**config.mk**
```make
export PLATFORM = sky130hd
export DESIGN_NAME = bitrev_streamer
export DESIGN_NICKNAME = d
export VERILOG_FILES = /design/src/rtl/bitrev_streamer.sv
export SDC_FILE = /design/constraint.sdc
export NUM_CORES = 1
export LEC_CHECK = 0
export BUFFER_PORTS_ARGS = -buffer_cell sky130_fd_sc_hd__buf_2
export CORE_AREA = 2 2 323 325
export DETAILED_ROUTE_END_ITERATION = 6
export DIE_AREA = 0 0 325 327
export PLACE_DENSITY = 0.58
export SYNTH_ARGS = -nofsm -noshare
export SYNTH_HDL_FRONTEND = slang
export SYNTH_SLANG_ARGS = --single-unit
```
**constraint.sdc**
```tcl
create_clock -name clk -period 2.88 [get_ports clk]
set_input_delay 0.288 -clock clk [delete_from_list [all_inputs] [get_ports clk]]
set_output_delay 0.288 -clock clk [all_outputs]
set_load 0.01 [all_outputs]
```
**src/rtl/bitrev_streamer.sv**
```systemverilog
// bitrev_streamer: buffers one N-point frame of complex samples written in
// natural order and streams it out serially in bit-reversed index order.
// Optional feature macro: BITREV_PINGPONG_EN (two banks, fill and drain overlap).
//
// Handshake: an input sample moves on a rising edge where in_valid && in_ready
// are both 1; in_valid while in_ready=0 is ignored. The output side has no
// backpressure: every cycle with out_valid=1 carries one sample.
module bitrev_streamer #(
  parameter int DATA_W = 16,
  parameter int LOG2N  = 5
) (
  input  logic                     clk,
  input  logic                     rst,
  input  logic                     in_valid,
  output logic                     in_ready,
  input  logic signed [DATA_W-1:0] in_r,
  input  logic signed [DATA_W-1:0] in_i,
  output logic                     start_sorting,
  output logic                     out_valid,
  output logic signed [DATA_W-1:0] out_r,
  output logic signed [DATA_W-1:0] out_i
);

  localparam logic [LOG2N-1:0] CNT_LAST = '1;
`ifdef BITREV_PINGPONG_EN
  localparam int AW = LOG2N + 1;
`else
  localparam int AW = LOG2N;
`endif
  localparam int DEPTH = 1 << AW;

  typedef enum logic [1:0] {IDLE, FILL, DRAIN} state_t;

  state_t                  state;
  logic [LOG2N-1:0]        wr_cnt;
  logic [LOG2N-1:0]        rd_cnt;
  logic [2*DATA_W-1:0]     mem [DEPTH];
  logic                    wr_en;
  logic [AW-1:0]           wr_addr;
  logic [AW-1:0]           rd_addr;

  // Mirror the LOG2N index bits (e.g. 1 -> 16, 3 -> 24 for LOG2N=5).
  function automatic logic [LOG2N-1:0] bitrev(input logic [LOG2N-1:0] a);
    logic [LOG2N-1:0] r;
    r = '0;
    for (int b = 0; b < LOG2N; b++) r[LOG2N-1-b] = a[b];
    return r;
  endfunction

  assign wr_en = in_valid && in_ready;

`ifdef BITREV_PINGPONG_EN
  logic wr_bank;
  logic rd_bank;
  logic draining;
  logic full_pending;
  logic fill_done;
  logic last_rd;
  logic swap;

  assign wr_addr   = {wr_bank, wr_cnt};
  assign rd_addr   = {rd_bank, bitrev(rd_cnt)};
  assign fill_done = wr_en && (wr_cnt == CNT_LAST);
  assign last_rd   = draining && (rd_cnt == CNT_LAST);
  // A full bank is handed to the reader once the reader is idle or finishing.
  assign swap      = (state == FILL) && (fill_done || full_pending) &&
                     (!draining || last_rd);
`else
  assign wr_addr = wr_cnt;
  assign rd_addr = bitrev(rd_cnt);
`endif

  // Sample buffer write port; no reset so it maps onto plain RAM.
  always_ff @(posedge clk) begin
    if (wr_en) mem[wr_addr] <= {in_r, in_i};
  end

  // Control FSM, counters and registered output stage.
  always_ff @(posedge clk or negedge rst) begin
    if (!rst) begin
      state         <= IDLE;
      wr_cnt        <= '0;
      rd_cnt        <= '0;
      in_ready      <= 1'b0;
      out_valid     <= 1'b0;
      start_sorting <= 1'b0;
      out_r         <= '0;
      out_i         <= '0;
`ifdef BITREV_PINGPONG_EN
      wr_bank       <= 1'b0;
      rd_bank       <= 1'b0;
      draining      <= 1'b0;
      full_pending  <= 1'b0;
`endif
    end else begin
`ifdef BITREV_PINGPONG_EN
      case (state)
        IDLE: begin
          state    <= FILL;
          in_ready <= 1'b1;
        end
        FILL: begin
          if (wr_en) wr_cnt <= wr_cnt + LOG2N'(1);
          if (draining) begin
            out_r         <= mem[rd_addr][2*DATA_W-1:DATA_W];
            out_i         <= mem[rd_addr][DATA_W-1:0];
            out_valid     <= 1'b1;
            start_sorting <= (rd_cnt == '0);
            rd_cnt        <= rd_cnt + LOG2N'(1);
          end else begin
            out_valid     <= 1'b0;
            start_sorting <= 1'b0;
          end
          if (swap) begin
            rd_bank      <= wr_bank;
            wr_bank      <= ~wr_bank;
            draining     <= 1'b1;
            full_pending <= 1'b0;
            in_ready     <= 1'b1;
          end else begin
            if (last_rd) draining <= 1'b0;
            // Both banks busy: hold the writer off until the reader frees one.
            if (fill_done) begin
              full_pending <= 1'b1;
              in_ready     <= 1'b0;
            end
          end
        end
        default: state <= IDLE;
      endcase
`else
      case (state)
        IDLE: begin
          state    <= FILL;
          in_ready <= 1'b1;
        end
        FILL: begin
          out_valid     <= 1'b0;
          start_sorting <= 1'b0;
          in_ready      <= 1'b1;
          if (wr_en) begin
            wr_cnt <= wr_cnt + LOG2N'(1);
            if (wr_cnt == CNT_LAST) begin
              state    <= DRAIN;
              in_ready <= 1'b0;
            end
          end
        end
        DRAIN: begin
          out_r         <= mem[rd_addr][2*DATA_W-1:DATA_W];
          out_i         <= mem[rd_addr][DATA_W-1:0];
          out_valid     <= 1'b1;
          start_sorting <= (rd_cnt == '0);
          rd_cnt        <= rd_cnt + LOG2N'(1);
          // in_ready stays low here; FILL raises it one cycle after k=N-1.
          if (rd_cnt == CNT_LAST) state <= FILL;
        end
        default: state <= IDLE;
      endcase
`endif
    end
  end

endmodule

```
---- After elaboration in Yosys (flattened, before gate mapping) ----
Memories as Yosys holds them, arrays and structs flattened. A register that Yosys moved wholly into a read port is not among the register bits.
Cells that the tools add are included.
cells by class
  add/subtract/negate cells ............... 2
  eq/ne operators ......................... 7
  multiplexer cells ....................... 11
  reductions and logical operators ........ 8
operator list
  operator               count
  $add A5 B1 Y5 const B  2
  $eq A5 B5 Y1 const B   2
  $mux W2                3
  $ne A2 B2 Y1 const B   3
  $pmux W1 S2            3
  $pmux W2 S3            1
  $logic_not A5 Y1       1
  $mux W1                4
  $reduce_bool A2 Y1     2
  $reduce_and A3 Y1      1
  $eq A2 B1 Y1 const B   1
  $eq A2 B2 Y1 const B   1
  $logic_not A2 Y1       1
  $reduce_and A2 Y1      1
  $logic_and A1 B1 Y1    1
  $logic_not A1 Y1       1
word-level totals
  register bits ........................... 15
  bits in writable memories ............... 1024
  bits of input ports ..................... 35
  output and inout port bits .............. 35
  logic and storage cells ................. 35
  memories kept ........................... 1
memories
  memory  depth  width  read ports  clocked after memory_dff  write ports  RTL line  source
  mem     32     32     1           1                         1            37        logic [2*DATA_W-1:0] mem [DEPTH];

---- Depth between registers and ports, before layout ----
  depth after elaboration ................. 4
  depth in mapped cells ................... 10
  gate-level depth less buffers ........... 7

---- Worst setup path after synthesis ----
No wires, ideal clock.
  path type ............................... register -> register
  start ................................... reg wr_cnt[3] (netlist: wr_addr[3])
  end ..................................... mem mem[10][0] (netlist bit), enable pin
  library setup time ...................... 421 ps
  arrival ................................. 2424 ps
  required time ........................... 2459 ps
  slack ................................... 35 ps
  stages on the path, launching flop included .. 4
  buffers on the path ..................... 1
  period minus slack after synthesis ...... 2845 ps
  cell sequence ........................... dfrtp_1 -> clkbuf_1 -> or3b_2 -> nor2_1
RTL lines
  item                    RTL line  source
  start, declared         35        logic [LOG2N-1:0] wr_cnt;
  start signal, assigned  142       wr_cnt <= wr_cnt + LOG2N'(1);
  end, declared           37
No word-level cell before the write port.

==> parameters.txt <==
Parameter                              Value

Setup path
  Delay contributed by the slowest stage of the critical path    ~900 ps
  Crit path buf inv count    0
  Critical setup path kind    flip-flop to flip-flop
  Critical path peak fanout    34
  Crit path max-delay cell type    sky130_fd_sc_hd__dfrtp_4
  Largest delay contributor family on the critical path    compound AO/OA/AOI/OAI gates
  Arrival @ worst endpoint    about 3300 ps
  CP endpoint kind    flip-flop
  Required time at the worst-slack endpoint    3460 ps
  Crit-path cells    mux4_2, nor2b_1, a2111oi_0, a31oi_1, a41o_1
  Startpoint class of the critical path    flip-flop
  Slack of the worst reg-to-reg path    170 ps

Min path
  HP Class    input pin to flip-flop

Detailed routing
  Total Wirelength    104000 um
  M1 WL    43900 um
  DRC Markers    0
  Remaining antenna violation count after routing    0
  Met3 routed wirelength    7200 um
  Iteration-0 DRC Markers    2155
  DR pass1 iterations    5
  Drt wl/cell    30.6 um
  Via-to-Cell Ratio    around 5.7
  Total vias in the final route    19299
  Top routing layer used    met5
  Length of routed met2 wiring    50900 um

Synthesis
  Yosys Warn Count    0
  Combinational family with the most area after synthesis    multiplexers
  Top-count cell post-synth    sky130_fd_sc_hd__edfxtp_1
  Number of register bits inferred by synthesis    1071
  Number of standard cells after synthesis    1726
  Most frequently used flop master after synthesis    sky130_fd_sc_hd__edfxtp_1
  Synth area leader    sky130_fd_sc_hd__edfxtp_1
  Top area cells in the synthesized netlist    sky130_fd_sc_hd__edfxtp_1 75%, sky130_fd_sc_hd__mux4_2 15%, sky130_fd_sc_hd__dfrtp_1 2.9%
  Fraction of synthesized cell area taken by the top area cell type    0.755
  Syn Std Cell Area    roughly 40000 um^2
  Cell types with the highest counts after synthesis    1024 x sky130_fd_sc_hd__edfxtp_1, 276 x sky130_fd_sc_hd__mux4_2, 73 x sky130_fd_sc_hd__mux2i_1
  Sequential element share of the synthesized area    0.783
  Synthesized area per cell    23.6 um^2
  Number of synthesized flops with an enable pin    slightly above 1000
  Mapped Nets    between 1500 and 2000
  XOR/XNOR Fraction of Synth Area    0.00129
  Area share of fa/ha/maj cells after synthesis    0.00368
  Share of synthesized area spent on multiplexers    0.172
  Share of synthesized cell area in and, or, nand and nor gates    0.0101
  Synth async-reset ratio    0.0439
  Synth Area in Compound Gates    0.0175
  Number of distinct standard cells referenced by the synthesized netlist    37

Flow run
  Maximum Capacitance Violations    0

STA
  Maximum achievable frequency    369 MHz
  Relative slew margins    0.426
  Accumulated negative setup slack    0 ps
  Finish-stage setup viols    0
  Worst Max-Slew Pin Slew    839 ps
  Clock tree skew after final layout    29.9 ps
  Fin crit share    0.941
  Post-layout minimum cycle time    around 2700 ps
  Hold Fails Final Rpt    0
  Max-slew violation count    0
  Unrepaired setup endpoints after global routing    no

Place
  Count of input and output buffers    between 60 and 70
  Post-DP HPWL    57300 um
  Placed cell area    44000 um^2
  Placer Congestion    0.740

Floorplanning
  Top-Level Pins    70
  Chip width    approximately 330 um
  Core Region    103000 um^2
  Floorplan die area    106000 um^2
  Vertical die dimension    327 um
  Starting utilization of the core area    0.396
  Standard-cell row count    118

Global routing
  Number of global-route vias before repair    19813
  First-pass GRT wire length    approximately 150000 um
  Aggregate global routing overflow    0
  Total routing usage reported by global routing    0.197
  Largest net degree at the start of global routing    35
  Antenna violations before repair    9

CTS
  Clock tree root driver cell    sky130_fd_sc_hd__clkbuf_16
  Latest clock arrival within the worst-skew pair    roughly 700 ps
  CTS clock-pin slew for the worst setup and hold paths    60 ps
  CTS H-tree lvls    3
  PostCTS Resize Cnt    0
  CTS Buf Count    108
  CTS tree    yes
  Number of buffers on the longest clock path    3
  Clock net sink count    1071

Final layout
  Ratio of cells with drive above 1 in the final layout    0.329
  Final instance area    47600 um^2
  Number of filler cells placed in the layout    8484
  Core utilization of the finished layout    0.462
  Layout-stage area growth over the synthesis result    16.7%
  Net count reported at finish    1984

Pwr
  Tot Pwr    just over 40 mW
  Max VDD drop    492 uV
  Pwr Density    874 nW/um^2
  Pleak    14.9 nW

Outcome
  Result of the run    completed
==> per-layer routing <==
layer / track usage / up-vias
met3: 0.0345 / 155
li1: - / 7852
met5: 0 / -
met2: 0.322 / 716
met4: 0.0549 / 4
met1: 0.276 / 10572
==> worst register-to-register path: stages (launching register included) <==
cell	delay, ps
sky130_fd_sc_hd__dfrtp_4	900
sky130_fd_sc_hd__mux4_2	420
sky130_fd_sc_hd__nor2b_1	150
sky130_fd_sc_hd__a2111oi_0	750
sky130_fd_sc_hd__a31oi_1	110
sky130_fd_sc_hd__a41o_1	280
==> layout make-up <==
cell class / count / area [um^2] / share of cell area
well taps: 1380 / 1730 / 0.0363
repair buffers: 195 / 1710 / 0.0359
flip-flops and latches: 1071 / 31900 / 0.671
inverters: 8 / 30.0 / 0.000631
multi-input cells: 553 / 8610 / 0.181
clock inverters: 48 / 563 / 0.0118
diodes: 1 / 2.50 / 0.0000526
clock buffers: 158 / 2990 / 0.0629
==> registers in the layout, summed over array words and instances (netlist names) <==
signal,count
mem,1024
in_ready,1
rd_cnt,5
start_sorting,1
out_r,16
wr_addr,5
out_i,16
state,2
out_valid,1
==> cell families after synthesis <==
kind of cell,Yosys count
muxes,356
buffers and inverters,102
DFF,1071
adders and majority gates,12
and+or+nand+nor,86
AOI/OAI and AO/OA,93
xor gates and xnor gates,6
==> power breakdown <==
part / switching, mW / total (mW) / internal (mW)
Clock: 5.83 / 13.9 / 8.12
Sequential: 0.853 / 19.1 / 18.3
Combinational: 4.64 / 8.53 / 3.89
Total: 11.3 / 41.6 / 30.3
==> what timing repair did <==
action                                  in CTS  in global routing
hold buffers                                 1                  0
setup buffers                                0                  0
endpoints found under the setup margin       0                  0
hold endpoints to repair                    27                  0
==> worst paths after layout <==
kind | endpoint | from | cells after the start
setup / recovery | out_i[14]$_DFFE_PN0P_ | rd_cnt[3]$_DFFE_PN0P_ | 5
hold / removal | mem[2][28]$_DFFE_PP_ | in_r[12] | 1
setup reg to reg | out_i[14]$_DFFE_PN0P_ | rd_cnt[3]$_DFFE_PN0P_ | 5
hold reg to reg | out_valid$_DFFE_PN0P_ | out_valid$_DFFE_PN0P_ | 1
max in group asynchronous | rd_cnt[3]$_DFFE_PN0P_ | rst | 3
min in group asynchronous | start_sorting$_DFFE_PN0P_ | rst | 2
==> through the flow <==
stage | worst slack (ps) | std cells | hold slack [ps]
detailed placement | 212 | 3206 | 338
floorplan | 35.4 | 1726 | -7.59
global route | 62.0 | 3414 | 82.5
finish | 169 | 3414 | 83.3
CTS | 173 | 3413 | 32.5
global placement | 201 | 3206 | 331
==> cells in the final DEF, fill, tap and decap left out, drive strengths merged, types with 2 or more instances in the layout <==
| master | Yosys | routed |
|---|---|---|
| bufinv | 0 | 10 |
| and3 | 3 | 3 |
| nand3 | 7 | 7 |
| xor2 | 2 | 2 |
| nand2 | 14 | 14 |
| xnor2 | 4 | 4 |
| clkinv | 1 | 32 |
| clkinvlp | 0 | 2 |
| a2111oi | 3 | 3 |
| mux2i | 73 | 73 |
| nor2 | 38 | 38 |
| or3b | 2 | 2 |
| a211oi | 10 | 10 |
| o22ai | 29 | 29 |
| ha | 12 | 12 |
| a221o | 30 | 30 |
| o32ai | 2 | 2 |
| a31oi | 4 | 4 |
| nor2b | 13 | 13 |
| o21ai | 3 | 3 |
| a21oi | 8 | 8 |
| edfxtp | 1024 | 1024 |
| clkbuf | 39 | 158 |
| mux2 | 7 | 7 |
| mux4 | 276 | 276 |
| buf | 55 | 194 |
| dfrtp | 47 | 47 |
| inv | 7 | 12 |
| nand3b | 5 | 5 |
(Power assumes the default switching activity.)
